File: config.mk
export PLATFORM = sky130hd
export DESIGN_NAME = ram_host_port
export DESIGN_NICKNAME = d
export VERILOG_FILES = /design/src/rtl/ram_host_port.sv
export SDC_FILE = /design/constraint.sdc
export NUM_CORES = 1
export LEC_CHECK = 0
export ABC_AREA = 1
export BUFFER_PORTS_ARGS = -buffer_cell sky130_fd_sc_hd__buf_2
export CAP_MARGIN = 5
export CORE_AREA = 2 2 395 397
export CTS_CLUSTER_SIZE = 8
export DETAILED_ROUTE_END_ITERATION = 12
export DIE_AREA = 0 0 397 399
export GPL_ROUTABILITY_DRIVEN = 0
export GPL_TIMING_DRIVEN = 0
export SLEW_MARGIN = 0
export SYNTH_ARGS = -nofsm -noshare
export SYNTH_HDL_FRONTEND = slang
export SYNTH_SLANG_ARGS = --single-unit
File: constraint.sdc
create_clock -name clk -period 1.4 [get_ports clk]
set_clock_uncertainty 0.1 [all_clocks]
set_input_delay 0.28 -clock clk [delete_from_list [all_inputs] [get_ports clk]]
set_output_delay 0.28 -clock clk [all_outputs]
set_load 0.005 [all_outputs]
File: src/rtl/ram_host_port.sv
// Host access port that borrows RAM port A from the pairing core when the core is idle.
// Optional macro CONST_OVERLAY_EN: rd_data takes const_data instead of RAM data when const_eff is set.
module ram_host_port #(
  parameter int DW    = 198,
  parameter int AW    = 6,
  parameter int DRAIN = 2
) (
  input  logic          clk,
  input  logic          reset,
  input  logic          host_req,
  output logic          host_gnt,
  input  logic          host_valid,
  output logic          host_ready,
  input  logic          host_w,
  input  logic [AW-1:0] host_addr,
  input  logic [DW-1:0] host_data,
  output logic          rd_valid,
  output logic [DW-1:0] rd_data,
  input  logic          fsm_busy,
  input  logic [AW-1:0] fsm_addr,
  output logic [AW-1:0] ram_addr,
  output logic          ram_w,
  output logic [DW-1:0] ram_wdata,
  input  logic [DW-1:0] ram_rdata,
  input  logic          const_eff,
  input  logic [DW-1:0] const_data,
  output logic          err
);

  typedef enum logic [1:0] {ST_IDLE, ST_WAIT, ST_HOST, ST_DRAIN} state_t;

  localparam logic [2:0] DRAIN_LAST = 3'(DRAIN - 1);

  state_t        state_reg, state_next;
  logic [2:0]    drain_cnt_reg, drain_cnt_next;
  logic          accept;
  logic          rd_issue;
  logic          rd_pend_reg;
  logic          fsm_busy_reg;
  logic          busy_rise;
  logic [DW-1:0] rd_word;

  always_ff @(posedge clk) begin
    if (!reset) begin
      state_reg     <= ST_IDLE;
      drain_cnt_reg <= '0;
    end else begin
      state_reg     <= state_next;
      drain_cnt_reg <= drain_cnt_next;
    end
  end

  // The core keeps priority: a grant is only taken once fsm_busy is low in WAIT.
  always_comb begin
    state_next     = state_reg;
    drain_cnt_next = '0;
    case (state_reg)
      ST_IDLE: begin
        if (host_req) state_next = ST_WAIT;
      end
      ST_WAIT: begin
        if (!host_req)      state_next = ST_IDLE;
        else if (!fsm_busy) state_next = ST_HOST;
      end
      ST_HOST: begin
        if (!host_req) state_next = ST_DRAIN;
      end
      ST_DRAIN: begin
        if (drain_cnt_reg == DRAIN_LAST) state_next = ST_IDLE;
        else drain_cnt_next = drain_cnt_reg + 3'd1;
      end
      default: state_next = ST_IDLE;
    endcase
  end

  // Write data is steered unconditionally; ram_w alone qualifies it.
  always_comb begin
    host_gnt   = 1'b0;
    host_ready = 1'b0;
    ram_addr   = fsm_addr;
    ram_w      = 1'b0;
    ram_wdata  = host_data;
    case (state_reg)
      ST_HOST: begin
        host_gnt   = 1'b1;
        host_ready = 1'b1;
        ram_addr   = host_addr;
        ram_w      = host_valid & host_w;
      end
      default: ;
    endcase
  end

  assign accept    = host_valid & host_ready;
  assign rd_issue  = accept & ~host_w;
  assign busy_rise = fsm_busy & ~fsm_busy_reg;

`ifdef CONST_OVERLAY_EN
  assign rd_word = const_eff ? const_data : ram_rdata;
`else
  logic unused_const;
  assign rd_word      = ram_rdata;
  assign unused_const = ^{const_eff, const_data};
`endif

  // Two-stage read return: RAM latency, then the rd_data register.
  always_ff @(posedge clk) begin
    if (!reset) begin
      rd_pend_reg <= 1'b0;
      rd_valid    <= 1'b0;
      rd_data     <= '0;
    end else begin
      rd_pend_reg <= rd_issue;
      rd_valid    <= rd_pend_reg;
      if (rd_pend_reg) rd_data <= rd_word;
    end
  end

  always_ff @(posedge clk) begin
    if (!reset) begin
      fsm_busy_reg <= 1'b0;
      err          <= 1'b0;
    end else begin
      fsm_busy_reg <= fsm_busy;
      if ((host_valid && !host_gnt) || (state_reg == ST_HOST && busy_rise)) err <= 1'b1;
    end
  end

endmodule

# [Yosys cells after proc, flatten, opt, wreduce, memory -nomap -nowiden]
# Cells that the tools add are included.
[op_classes] addsub=1 eq_ne=8 muxes=9 bitwise=8 reduce_logical=7
[ops] op="two-way mux 2 bit" n=5
[ops] op="case mux 2 bit (4 select lines)" n=1
[ops] op="two-way mux 6 bit" n=1
[ops] op="inequality test 2 bit (second input constant)" n=3
[ops] op="AND 1 bit" n=4
[ops] op="equality test 2 bit (second input constant)" n=2
[ops] op="inverter 1 bit" n=4
[ops] op="AND reduction 4 bit" n=1
[ops] op="adder 3 x 1 -> 3 bit (second input constant)" n=1
[ops] op="equality test 3 x 1 -> 1 bit (second input constant)" n=1
[ops] op="inequality test 3 bit (second input constant)" n=1
[ops] op="OR reduction 3 bit" n=1
[ops] op="equality test 2 x 1 -> 1 bit (second input constant)" n=1
[ops] op="logical AND 1 bit" n=2
[ops] op="logical NOT 2 bit" n=1
[ops] op="two-way mux 1 bit" n=2
[ops] op="logical NOT 1 bit" n=1
[ops] op="logical OR 1 bit" n=1
[totals] register_bits=207 input_bits=613 out_inout_bits=407

# [Logic depth before layout (Yosys ltp)]
[depth] depth_word=5 depth_mapped=9

# [Least setup slack after synthesis]
# OpenSTA, ideal clock, no wires.
[synth_path] path_type="flip-flop to output port" start="reg state_reg[0]" end="out host_ready" arrival_ps=818 required_ps=1020 path_slack_ps=202 path_stages_with_launch=5 n_path_buf=1 path_cell_list="dfxtp_1 > inv_2 > nand2_2 > inv_2 > buf_4"
[synth_via] elab_chain_cells=2
[synth_lines] item="start: declaration" line="34" source="state_t state_reg, state_next;"
[synth_lines] item="start signal: assignment" line="48" source="state_reg <= state_next;"
[synth_lines] item="equality test 2 bit"
[synth_lines] item="two-way mux 1 bit"
[synth_lines] item="end: declaration" line="13" source="output logic host_ready,"
# No other way between the ends.

==> run summary <==
Top-area cell type share of the netlist area -> 46.95%
Flop pwr share -> 34.3%
Total core area -> 0.1537 mm^2
Maxcap violations -> 0
DRT iter0 DRCs -> 593
Number of synthesized flops with an enable pin -> 0
Final hold violation count -> 0
First-pass GRT wire length -> 114,900 um
CP startpoint kind -> flop
Sequential-to-total area share from yosys stat -> 46.95%
Logic gate share of total power -> 17.7%
Worst Tran Pin Value -> 0.6521 ns
Vias in the first global route -> 11,577
Post-layout minimum cycle time -> 1.833 ns
Max transition margin -> 56.53%
Hold endpoint -> rd_data[170]$_SDFFE_PN0P_
FF-to-FF setup slack -> -0.10 ns
Port Buffers -> 621
Status -> complete, but fails checks
F_max -> 545.6 MHz
Switch share -> 27.31%
Top post-synthesis cells by area -> dfxtp_1 (47%), buf_4 (18%), nor2_1 (17%), o21ai_0 (11%), buf_6 (1.7%)
Top cells by count, synth -> nor2_1 (404), dfxtp_1 (207), buf_4 (206)
Via density per instance -> 2.868
Layout cell share with drive strength beyond 1 -> 65.71%
WP data arrival -> 1.45 ns
Area growth syn-to-layout -> 140.3%
Hold Path Class -> in -> reg
Final ANT Viol Nets -> 0
Number of flip-flops in the largest register -> 198
Cell Chain, Critical Path -> nand2_8, inv_12, nand2_2, nand2_1, buf_2
Synth warn -> 0
Fillers -> 17,282
Via count -> 11,861
RSZ-0062 raised after global routing -> yes
Gr ovfl total -> 0
CP max stage delay -> 0.44 ns
Critical Path RT -> 1.02 ns
CTS sink cnt -> 207
Worst-Skew Late Latency -> 0.55 ns
Dpl hpwl -> 78,060 um
Syn_area_per_cell -> 7.818 um^2
Die W -> 397 um
# DRC -> 0
CP Capture Type -> primary output
Clk buf depth -> 3
Ys flop type -> dfxtp_1
Violated checks -> setup timing
Most frequent cell after synthesis -> nor2_1
Synthesized area -> 0.008826 mm^2
Die ar. -> 0.1584 mm^2
Worst slack, placed -> -0.8202 ns
Core Util, Final -> 13.80%
Biggest area consumer among synthesized cells -> dfxtp_1
Final nets -> 2,668
Final setup viols -> 108
Async SR Flop Fraction -> 0%
Clock power frac -> 48.0%
Cell Pwr Density -> 845.6 mW/mm^2
Wire per inst -> 22.96 um
Tcrit/Tclk final -> 130.9%
GR Util All Layers -> 11.19%
Die height -> 399 um
CTS Buf Count -> 35
Leak -> 9.339 nW
Hold Path Stages -> 4
FF-to-FF Start -> rd_pend_reg$_SDFF_PN0_
Sw Pwr -> 4.898 mW
Pint -> 13.04 mW
CTS H-tree lvls -> 2
Detailed Routing Iterations Pass 1 -> 5
Critical setup path kind -> reg -> out
CP max FO -> 7
CTS tree -> done
Cell variety after synth -> 22
Root Buffer -> clkbuf_16
Cells after Synth -> 1,129
Worst path slowest cell -> dfxtp_4
Net Count, Synth -> 1,744
Setup slack after layout -> -0.4328 ns
Largest net degree at the start of global routing -> 20
FP Rows -> 144
Top-level port count -> 1,020
Worst-path clk slew -> 0.05 ns
Initial antenna violation count -> 66
Slew Viols, Final -> 0
Initial Utilization -> 5.743%
Startpoint of the worst hold path -> reset
Peak supply drop -> 0.7261 mV
R2R Path End -> rd_data[143]$_SDFFE_PN0P_
#FFs+latches synth -> 207
Register-to-Register Path Depth -> 8
Routed wire length -> 94,940 um
## how the worst max path moves through the flow
stage	from	to	slack [ns]	depth (start not counted)
floorplan	state_reg[0]$_SDFFE_PN0P_	host_ready	0.20	4
global placement	rd_pend_reg$_SDFF_PN0_	rd_data[98]$_SDFFE_PN0P_	-0.83	6
detailed placement	rd_pend_reg$_SDFF_PN0_	rd_data[97]$_SDFFE_PN0P_	-0.82	6
CTS	state_reg[0]$_SDFFE_PN0P_	ram_addr[1]	-0.49	6
global route	state_reg[0]$_SDFFE_PN0P_	ram_addr[3]	-0.50	6
finish	flop	ram_addr[1]	-0.43	5
## routing by layer
| metal | track usage, % | wire length, um | share of wire [%] |
|---|---|---|---|
| met5 | 0.6053 | 301 | 0.32 |
| met4 | 3.137 | 3070 | 3.2 |
| met3 | 4.394 | 8995 | 9.5 |
| met2 | 18.65 | 44380 | 47 |
| met1 | 13.20 | 38200 | 40 |
## power by group through the flow
stage / Combinational (mW) / Sequential [mW] / Clock (mW)
6_report: 3.17 / 6.15 / 8.61
5_1_grt: 3.35 / 6.15 / 9.10
4_1_cts: 3.11 / 6.14 / 8.85
3_5_place_dp: 2.08 / 6.21 / 0
3_3_place_gp: 2.06 / 6.21 / 0
2_1_floorplan: 0.796 / 6.21 / 0
## cell type report
| cell class | instances | area (um^2) | area share, % |
|---|---|---|---|
| diodes | 26 | 65.06 | 0.3067 |
| plain buffers | 260 | 2185 | 10.30 |
| clock buffers | 39 | 910.9 | 4.294 |
| clock inverters | 10 | 192.7 | 0.9085 |
| inverters | 10 | 73.82 | 0.3480 |
| multi-input cells | 648 | 3707 | 17.48 |
| flip-flops and latches | 207 | 4408 | 20.78 |
| well taps | 2044 | 2557 | 12.06 |
| repair buffers | 890 | 7102 | 33.48 |
| repair inverters | 1 | 8.758 | 0.04129 |
## kinds of logic after synthesis
logic type	synth area share, %
and+or+nand+nor	19.17
buffers and inverters	22.03
DFF	46.95
AOI/OAI and AO/OA	11.47
adders and majority gates	0.2835
xor gates and xnor gates	0.09925
## metrics by stage
| stage | instances | hold slack (ns) | setup TNS [ns] | power [mW] | instance area [um^2] |
|---|---|---|---|---|---|
| 2_1_floorplan | 1129 | 0.2524 | 0 | 7.006 | 8826 |
| 3_3_place_gp | 3794 | 0.3319 | -64.65 | 8.270 | 14490 |
| 3_5_place_dp | 3794 | 0.3448 | -64.48 | 8.286 | 14490 |
| 4_1_cts | 4097 | 0.2119 | -15.79 | 18.10 | 20370 |
| 5_1_grt | 4120 | 0.2330 | -19.75 | 18.60 | 21170 |
| 6_report | 4135 | 0.2306 | -7.950 | 17.94 | 21210 |
## critical path, delay by kind of cell (launching register included)
kind,cells,cell delay [ns]
flip-flops,1,0.44
AND/OR/NAND/NOR,3,0.23
buffers and inverters,2,0.20
## layout by cell type, fill, tap and decap left out, drive strengths merged
cell	Yosys	routed
a21boi	1	1
a21oi	1	1
a41oi	1	1
buf	243	922
bufinv	0	4
clkbuf	22	65
clkinv	0	4
clkinvlp	0	1
dfxtp	207	207
diode	0	26
dlygate4sd3	0	202
ha	2	2
inv	10	12
nand2	32	33
nand3	4	4
nand3b	1	1
nand4	1	1
nor2	404	404
nor2b	1	1
o21ai	198	198
xnor2	1	1
## timing repair
action / CTS / global route
pin swaps: 40 / 26
buffers inserted: 43 / 13
resized for setup: 686 / 204
setup endpoints to repair: 410 / 375
cloned: 16 / 0
hold buffers: 202 / 0
endpoints found under the hold margin: 202 / 0
Note: power is estimated with default switching activity, not from simulation.
